## config.mk

```make
export PLATFORM = sky130hd
export DESIGN_NAME = addsub_arbiter
export DESIGN_NICKNAME = d
export VERILOG_FILES = /design/src/rtl/addsub_arbiter.sv
export SDC_FILE = /design/constraint.sdc
export NUM_CORES = 1
export LEC_CHECK = 0
export CORE_MARGIN = 2
export CORE_UTILIZATION = 40
export DETAILED_ROUTE_END_ITERATION = 8
export PLACE_DENSITY_LB_ADDON = 0.05
export SLEW_MARGIN = 20
export SYNTH_ARGS = -nofsm -noshare
export SYNTH_HDL_FRONTEND = slang
export SYNTH_SLANG_ARGS = --single-unit
```

## constraint.sdc

```tcl
create_clock -name clk -period 2.92 [get_ports clk]
set_input_delay 0.584 -clock clk [delete_from_list [all_inputs] [get_ports clk]]
set_output_delay 0.584 -clock clk [all_outputs]
set_load 0.01 [all_outputs]
```

## src/rtl/addsub_arbiter.sv

```systemverilog
// Two-requester round-robin arbiter in front of one shared add/subtract
// datapath. Results go into a single-entry registered buffer.
module addsub_arbiter #(
  parameter int unsigned WIDTH = 4
) (
  input  logic             clk,
  input  logic             rst_n,
  input  logic             req0_valid,
  output logic             req0_ready,
  input  logic [WIDTH-1:0] req0_a,
  input  logic [WIDTH-1:0] req0_b,
  input  logic             req0_sub,
  input  logic             req1_valid,
  output logic             req1_ready,
  input  logic [WIDTH-1:0] req1_a,
  input  logic [WIDTH-1:0] req1_b,
  input  logic             req1_sub,
  output logic             rsp_valid,
  input  logic             rsp_ready,
  output logic             rsp_id,
  output logic [WIDTH-1:0] rsp_sum,
  output logic             rsp_carry
);

  typedef enum logic {EMPTY = 1'b0, FULL = 1'b1} state_t;

  state_t           state;
  state_t           state_next;
  logic             ptr;
  logic             grant0;
  logic             grant1;
  logic             slot_free;
  logic             accept;
  logic             sel;
  logic [WIDTH-1:0] op_a;
  logic [WIDTH-1:0] op_b;
  logic             op_sub;
  logic [WIDTH:0]   result;

  // Round-robin pick: a lone requester wins; under contention the one not
  // named by the last-grant pointer wins.
  always_comb begin
    grant0 = req0_valid && (!req1_valid || ptr);
    grant1 = req1_valid && (!req0_valid || !ptr);
  end

  assign slot_free = (state == EMPTY) || rsp_ready;
  assign accept    = (req0_valid && req0_ready) || (req1_valid && req1_ready);
  assign sel       = req1_ready;

  // Shared datapath: subtract is a + ~b + 1, carry doubles as no-borrow.
  always_comb begin
    op_a   = sel ? req1_a   : req0_a;
    op_b   = sel ? req1_b   : req0_b;
    op_sub = sel ? req1_sub : req0_sub;
    result = {1'b0, op_a} + {1'b0, (op_sub ? ~op_b : op_b)} + {{WIDTH{1'b0}}, op_sub};
  end

  // State register for the result buffer occupancy.
  always_ff @(posedge clk or negedge rst_n) begin
    if (!rst_n) state <= EMPTY;
    else        state <= state_next;
  end

  // Next-state: fill on accept, empty on drain without a refill.
  always_comb begin
    state_next = state;
    unique case (state)
      EMPTY:   if (accept) state_next = FULL;
      FULL:    if (rsp_ready && !accept) state_next = EMPTY;
      default: state_next = EMPTY;
    endcase
  end

  // Outputs: readies are masked during reset so nothing is granted then.
  always_comb begin
    rsp_valid  = (state == FULL);
    req0_ready = rst_n && slot_free && grant0;
    req1_ready = rst_n && slot_free && grant1;
  end

  // Result buffer and last-grant pointer, loaded only on acceptance.
  always_ff @(posedge clk or negedge rst_n) begin
    if (!rst_n) begin
      ptr       <= 1'b1;
      rsp_id    <= 1'b0;
      rsp_sum   <= '0;
      rsp_carry <= 1'b0;
    end else if (accept) begin
      ptr                  <= sel;
      rsp_id               <= sel;
      {rsp_carry, rsp_sum} <= result;
    end
  end

endmodule
```

# [Word level (Yosys, flattened, before mapping)]
# Index checks and enable logic that the tools add are counted.
[op_classes] n_lt_le_gt_ge=0 n_div=0 n_eq_ne=0 n_addsub=2 reduce_logical=16 bitwise=2 muxes=7 shift=0 multipliers=0
[op_table] op="$mux W4" n=3
[op_table] op="$logic_and A1 B1 Y1" n=8
[op_table] op="$add A4 B4 Y5" n=1
[op_table] op="$add A5 B1 Y5" n=1
[op_table] op="$logic_not A1 Y1" n=4
[op_table] op="$logic_or A1 B1 Y1" n=4
[op_table] op="$not A4 Y4" n=1
[op_table] op="$mux W1" n=3
[op_table] op="$pmux W1 S2" n=1
[op_table] op="$not A1 Y1" n=1
[word_totals] latch_bits=0 out_inout_bits=9 ff_bits=8 n_memories=0 ram_bits=0 wordCells=32 romBits=0

# [Logic depth before layout (Yosys ltp)]
# Gate-level depths: netlist of run 1.
[logic_depth] depth_word=10 mapped_depth=11

# [Worst setup path after synthesis of run 1]
# Ideal clock, no wire load.
[synth_timing] kind="input to register" start="input rsp_ready" end="register rsp_sum[3]" cell_stages=9 t_arrival_ps=2306 t_required_ps=2791 slack_ps=486 setup_time_ps=129 path_cell_list="nand2b_1 -> buf_2 -> nand3_1 -> mux2_2 -> ha_1 -> a211oi_1 -> o2111a_1 -> o31ai_1 -> nor3b_1"
[synth_between] elab_chain_cells=8
[synth_lines] element="start, declared" line="19" source="input logic rsp_ready,"
[synth_lines] element="$logic_or A1 B1 Y1 (*)" line="47" source="assign slot_free = (state == EMPTY) || rsp_ready;"
[synth_lines] element="$logic_and A1 B1 Y1 (*)" line="78, 79"
[synth_lines] element="$logic_and A1 B1 Y1" line="79" source="req1_ready = rst_n && slot_free && grant1;"
[synth_lines] element="$mux W4" line="54" source="op_b = sel ? req1_b : req0_b;"
[synth_lines] element="$not A4 Y4" line="56" source="result = {1'b0, op_a} + {1'b0, (op_sub ? ~op_b : op_b)} + {{WIDTH{1'b0}}, op_sub};"
[synth_lines] element="$mux W4" line="56"
[synth_lines] element="$add A4 B4 Y5" line="56"
[synth_lines] element="$add A5 B1 Y5" line="56"
[synth_lines] element="end signal, assigned" line="92" source="{rsp_carry, rsp_sum} <= result;"
[synth_lines] element="end, declared" line="21" source="output logic [WIDTH-1:0] rsp_sum,"
# Mark *: on every way between the ends. The rest lies on a longest branch, timed or not.
# A chain may end at the register's enable or synchronous reset.

# [Final worst setup path of run 1]
[layout_timing] start="input req1_valid" end="output req1_ready"
[layout_between] elab_chain_cells=2
[layout_lines] element="start, declared" line="13" source="input logic req1_valid,"
[layout_lines] element="$logic_and A1 B1 Y1" line="44" source="grant1 = req1_valid && (!req0_valid || !ptr);"
[layout_lines] element="$logic_and A1 B1 Y1" line="79"
[layout_lines] element="end, declared" line="14" source="output logic req1_ready,"
# Every way passes these cells.

==> results of run 1 <==
==> flip-flops by register name, indices dropped and copies added (netlist names) <==
| name | flops |
|---|---|
| rsp_id | 1 |
| rsp_sum | 4 |
| ptr | 1 |
| rsp_carry | 1 |
| rsp_valid | 1 |
==> stage by stage <==
stage / TNS (ns) / cells / power, mW / worst slack, ns
2_1_floorplan: 0 / 73 / 0.286 / 0.486
3_5_place_dp: -0.0343 / 128 / 0.425 / -0.0272
6_report: 0 / 132 / 0.520 / 0.0968
4_1_cts: 0 / 132 / 0.525 / 0.0886
5_1_grt: 0 / 132 / 0.560 / 0.00449
3_3_place_gp: -0.00709 / 128 / 0.422 / -0.00709
==> worst register-to-register path, stage by stage, from the launching register on <==
cell      delay [ns]
dfstp_2         0.54
a21boi_2        0.06
nand3_2         0.15
mux2_2          0.36
ha_1            0.32
a211oi_1        0.25
o2111a_1        0.20
o31ai_1         0.05
nor3b_1         0.14
==> synth_stat cells <==
cell | count | area [um2]
a31oi_1 | 1 | 6.26
ha_1 | 3 | 37.5
a21oi_1 | 1 | 5.00
nand2b_1 | 1 | 6.26
inv_1 | 4 | 15.0
mux2_2 | 3 | 33.8
buf_2 | 1 | 5.00
o31ai_1 | 1 | 7.51
and4_1 | 1 | 8.76
nand3_1 | 1 | 5.00
nand2_1 | 12 | 45.0
mux2i_1 | 4 | 40.0
o2111ai_1 | 2 | 17.5
dfstp_2 | 1 | 26.3
xnor2_1 | 4 | 35.0
a21boi_2 | 1 | 11.3
a211oi_1 | 1 | 7.51
nor4_1 | 1 | 6.26
a21o_1 | 1 | 7.51
o21ai_0 | 5 | 25.0
mux2_4 | 1 | 15.0
xor2_1 | 5 | 43.8
buf_4 | 1 | 7.51
o211ai_2 | 1 | 12.5
nor2b_1 | 1 | 6.26
or2_2 | 1 | 6.26
fa_1 | 1 | 20.0
dfrtp_1 | 7 | 175
inv_2 | 1 | 3.75
nor3b_1 | 1 | 7.51
nor3_1 | 1 | 5.00
o2111a_1 | 1 | 11.3
o21a_1 | 2 | 15.0
==> kinds of logic (layout without fill, tap and decap cells) <==
| family | Yosys count | in the layout | share of synthesized area, % |
|---|---|---|---|
| buf+inv | 7 | 50 | 4.59 |
| fa+ha+maj | 4 | 4 | 8.46 |
| compound gates | 17 | 17 | 18.6 |
| simple gates | 20 | 20 | 14.2 |
| mux | 8 | 8 | 13.1 |
| flops | 8 | 8 | 29.6 |
| xor+xnor | 9 | 9 | 11.6 |
==> where the power goes <==
part	internal, mW	switching, mW	total [mW]
clock network	0.0526	0.0439	0.0966
logic	0.152	0.108	0.260
registers	0.146	0.0168	0.163
total	0.351	0.169	0.520
==> cell type report <==
cell class / count / area, um2
clock buffers: 4 / 26.3
fillers: 120 / 454
inverters: 5 / 18.8
multi-input cells: 58 / 453
flip-flops and latches: 8 / 201
well taps: 16 / 20.0
repair buffers: 41 / 385
==> worst max path at each step <==
stage	depth (start not counted)	start	slack, ns	endpoint
2_1_floorplan	9	rsp_ready	0.49	rsp_sum[3]
3_3_place_gp	9	req1_valid	-0.007	rsp_sum[3]
3_5_place_dp	9	req1_valid	-0.03	rsp_sum[3]
4_1_cts	6	req1_valid	0.09	req1_ready
5_1_grt	6	req1_valid	0.004	req1_ready
6_report	6	req1_valid	0.1	req1_ready
==> repair_timing <==
item                       CTS  global route
gates resized for setup      1             0
setup buffers                0             0
setup endpoints to repair    1             0
==> routing by layer <==
metal  part of all wire, %  vias to the layer above
met5                     0                        -
met4                   1.5                        0
met3                   4.0                        4
met2                    50                       20
met1                    44                      306
li1                      -                      345
==> flow_summary.yaml, run 1 <==
sta:
  skew_ns: 0.00871
  finalCriticalPeriod_ns: 2.82
  final-max-slew-violation-count: 0
  clock.fmax_mhz: 354
  setup_violations: 0
  slew_headroom_pct: 75.6
  finalHoldWorstSlack_ns: 0.485
  final.period_utilization_pct: 96.7
  rsz0062_at_grt: "false"
  report.final.hold_viol_count: 0
  worst_slew_pin_slew_ns: 0.364
finish:
  final_cell_area_mm2: 0.00110
  layout.cells.most_common_list: "clkdlybuf4s50_1 (31), nand2_1 (12), buf_4 (10), dfrtp_1 (7)"
  num_antenna_cells: 0
  final_nets: 144
  post_route_cells_drive_above_1_share_pct: 19.8
  layout.cells.most_common: "clkdlybuf4s50_1"
  syn_to_final_growth_pct: 62.3
  layout.core_utilization_pct: 70.9
synthesis:
  mappedNetlistNets: 100
  postSynthAreaPerCell_um2: 9.32
  synth_area_um2: 681
  synth_cells: 73
  yosys_register_bits: 8
  synth.distinct_cells: 33
  ys_seq_area_share_pct: 29.6
  number_of_synthesis_warnings: 0
global_route:
  grtUsageMet1_pct: 21.9
  aggregate_global_routing_overflow: 0
  number_of_antenna_violations_at_the_first_check_in_global_routing: 0
  grt_pass1_wl_mm: 2.70
  most_used_layer_global_route: "met2"
  use_met2_pct: 31.1
  largest_net_degree_at_the_start_of_global_routing: 15
  grt_pass1_vias: 672
  grt.met3_usage_pct: 4.80
  globalRouteTotalUtil_pct: 18.8
drt:
  dr_total_vias: 675
  route.antenna.remaining_nets: 0
  finalWirelength_mm: 1.60
  route.detailed.vias_per_inst: 5.11
  drt_iter0_drc: 11
  wl_per_cell_um: 12.1
  drc: 0
  detail_route.first_pass.iterations: 4
critical_path:
  worst_path_cell_trace: "clkdlybuf4s50_1 > a21boi_2 > nand3_2 > buf_4 > inv_2 > clkdlybuf4s50_1"
  critical_path.slowest_cell: "clkdlybuf4s50_1"
  r2r_end: "rsp_sum[3]"
  cp_data_arrival_time_ns: 2.24
  timing.reg2reg.setup_slack_ns: 0.73
  cp_num_buf_inv: 4
  critical_path.top_delay_family: "buffers and inverters"
  rr_worst_depth: 8
  required_ns: 2.34
  worst-path-max-fanout: 8
  critical_path.endpoint_type: "primary output"
  r2r_start: "ptr"
  worst-setup-path-type: "primary input to primary output"
  cpMostUsedCell: "clkdlybuf4s50_1"
  worst_path_largest_cell_delay_ns: 0.53
  startpoint_type: "primary input"
clock_network:
  ctsHoldBuffers: 0
  tritoncts_num_sinks: 8
  cts_buffers: 3
  h-tree-depth: 1
  clock-root-buffer: "clkbuf_4"
  clock_path_buffers: 2
  tritoncts: "built"
  clk_latency_ns: 0.26
  clk_pin_slew_worst_paths_ns: 0.06
hold_path:
  holdCritPathClass: "register to register"
  hold-path-cell-count: 2
  min-delay-start: "rsp_id"
  min_to: "rsp_id"
floorplanning:
  ios: 32
  coreArea_mm2: 0.00156
  fp-row-count: 14
  die_h_um: 45.3
  die_area_mm2: 0.00205
  floorplan.initialDensity_pct: 43.7
  chipWidth_um: 45.3
placement:
  routabilityCongestion: 0.872
  postPlaceCellArea_mm2: 0.00107
  dpl.hpwl_mm: 1.36
  io_buffers: 31
power:
  power.density_mw_per_mm2: 471
  vdd_ir_drop_max_mv: 0.390
  leakagePower_nw: 0.508
run_status:
  outcome: "complete, no violations"
flow_run:
  max_cap_viol_count: 0
Power figures use the tool's default switching activity.
==> run 2: changes to the inputs <==
--- a/config.mk
+++ b/config.mk
@@ -9,6 +9,7 @@
 export CORE_UTILIZATION = 40
 export DETAILED_ROUTE_END_ITERATION = 8
 export PLACE_DENSITY_LB_ADDON = 0.05
+export REMOVE_ABC_BUFFERS = 1
 export SLEW_MARGIN = 20
 export SYNTH_ARGS = -nofsm -noshare
 export SYNTH_HDL_FRONTEND = slang
==> flow_summary.yaml, run 2 (synthesized netlist as in run 1, its figures left out) <==
clock_network:
  clk_pin_slew_worst_paths_ns: 0.05
  ctsHoldBuffers: 0
  h-tree-depth: 1
  tritoncts_num_sinks: 8
  clock_path_buffers: 2
  cts_repair_resize_count: 0
  postCtsSetupRepairBufs: 0
  clock-root-buffer: "clkbuf_4"
  clk_latency_ns: 0.25
  tritoncts: "built"
  cts_buffers: 3
global_route:
  grt_pass1_vias: 647
  number_of_antenna_violations_at_the_first_check_in_global_routing: 0
  grt_pass1_wl_mm: 2.61
  largest_net_degree_at_the_start_of_global_routing: 15
  aggregate_global_routing_overflow: 0
  globalRouteTotalUtil_pct: 17.2
power:
  netSwitchingFraction_pct: 31.3
  power.net_switching_mw: 0.161
  p_clk_share_pct: 17.2
  p_comb_share_pct: 50.6
  power_frac_seq_pct: 32.2
  internal_power_mw: 0.353
  leakagePower_nw: 0.517
  vdd_ir_drop_max_mv: 0.243
  power.density_mw_per_mm2: 459
finish:
  largest_register_ff_count: 4
  final_nets: 146
  final_cell_area_mm2: 0.00112
  syn_to_final_growth_pct: 64.5
  post_route_cells_drive_above_1_share_pct: 21.2
  nFillCells: 134
  num_antenna_cells: 0
  layout.cells.most_common: "clkdlybuf4s50_1"
  largest-register: "rsp_sum"
  layout.cells.most_common_list: "clkdlybuf4s50_1 (31), nand2_1 (12), buf_4 (12), dfrtp_1 (7)"
critical_path:
  r2r_start: "ptr"
  cp_data_arrival_time_ns: 2.22
  worst-path-max-fanout: 6
  worst-setup-path-type: "primary input to primary output"
  startpoint_type: "primary input"
  rr_worst_depth: 8
  required_ns: 2.34
  r2r_end: "rsp_sum[3]"
  critical_path.endpoint_type: "primary output"
  timing.reg2reg.setup_slack_ns: 0.67
drt:
  wl_per_cell_um: 11.3
  detail_route.first_pass.iterations: 4
  route.detailed.vias_per_inst: 5.23
  dr_total_vias: 701
  drc: 0
  finalWirelength_mm: 1.52
  route.antenna.remaining_nets: 0
  drt_iter0_drc: 3
run_status:
  outcome: "complete, no violations"
floorplanning:
  ios: 32
  fp-row-count: 14
  die_h_um: 45.3
  die_area_mm2: 0.00205
  coreArea_mm2: 0.00156
  chipWidth_um: 45.3
  floorplan.initialDensity_pct: 43.7
placement:
  routabilityCongestion: 0.776
  dpl.hpwl_mm: 1.29
  io_buffers: 31
  postPlaceCellArea_mm2: 0.00109
hold_path:
  holdCritPathClass: "register to register"
  min_to: "rsp_id"
  min-delay-start: "rsp_id"
  hold-path-cell-count: 2
sta:
  rsz0062_at_grt: "false"
  clock.fmax_mhz: 356
  worst_slew_pin_slew_ns: 0.353
  skew_ns: 0.00444
  finalHoldWorstSlack_ns: 0.479
  finalCriticalPeriod_ns: 2.81
  report.final.hold_viol_count: 0
  slew_headroom_pct: 76.4
  final-max-slew-violation-count: 0
  final.period_utilization_pct: 96.2
  setup_violations: 0
flow_run:
  max_cap_viol_count: 0
[run 2: cell count changes in the layout (fill, tap and decap cells not counted), sizes merged]
cell,change
buf,+2
[run 2: through the flow]
step                instances  setup TNS, ns  util, %  worst slack [ns]  power [mW]
finish                    134              0     71.8             0.111       0.514
global route              134              0     71.8            0.0157       0.559
CTS                       134              0     71.5            0.0529       0.521
detailed placement        130        -0.0377     69.8           -0.0377       0.429
global placement          130              0     69.8            0.0327       0.425
floorplan                  71              0        -             0.309       0.283
[run 2: how the worst max path moves through the flow]
stage / start / to / cells after the start / slack, ns
after global placement: req1_valid / rsp_sum[3] / 11 / 0.03
final: req1_valid / req1_ready / 6 / 0.11
after detailed placement: req1_valid / rsp_sum[3] / 11 / -0.04
after floorplan: rsp_ready / rsp_sum[3] / 8 / 0.31
after global routing: req1_valid / req1_ready / 6 / 0.02
after CTS: req1_valid / req1_ready / 6 / 0.05
[run 2: layout make-up]
type	count	area, um2	area share, %
well taps	16	20.0	1.79
clock buffers	4	26.3	2.35
repair buffers	43	400	35.8
flip-flops and latches	8	201	18.0
inverters	5	18.8	1.68
multi-input cells	58	453	40.4
[run 2: power by group through the flow]
stage                     sequential, mW  clock, mW  combinational [mW]
after floorplan                    0.180          0               0.103
after global placement             0.166          0               0.259
after detailed placement           0.168          0               0.261
after CTS                          0.166     0.0924               0.262
after global routing               0.171      0.100               0.288
final                              0.166     0.0885               0.260
[run 2: critical path, stage by stage]
cell and delay, ns:
clkdlybuf4s50_1 0.49, a21boi_2 0.22, nand3_2 0.17, buf_4 0.19
inv_2 0.05, clkdlybuf4s50_1 0.53
[run 2: per-layer routing]
metal	track usage [%]	vias up	routed length, um
li1	-	353	-
met1	22.1	322	686
met2	30.3	26	765
met3	2.40	0	63
met4	3.53	0	0
met5	0	-	0
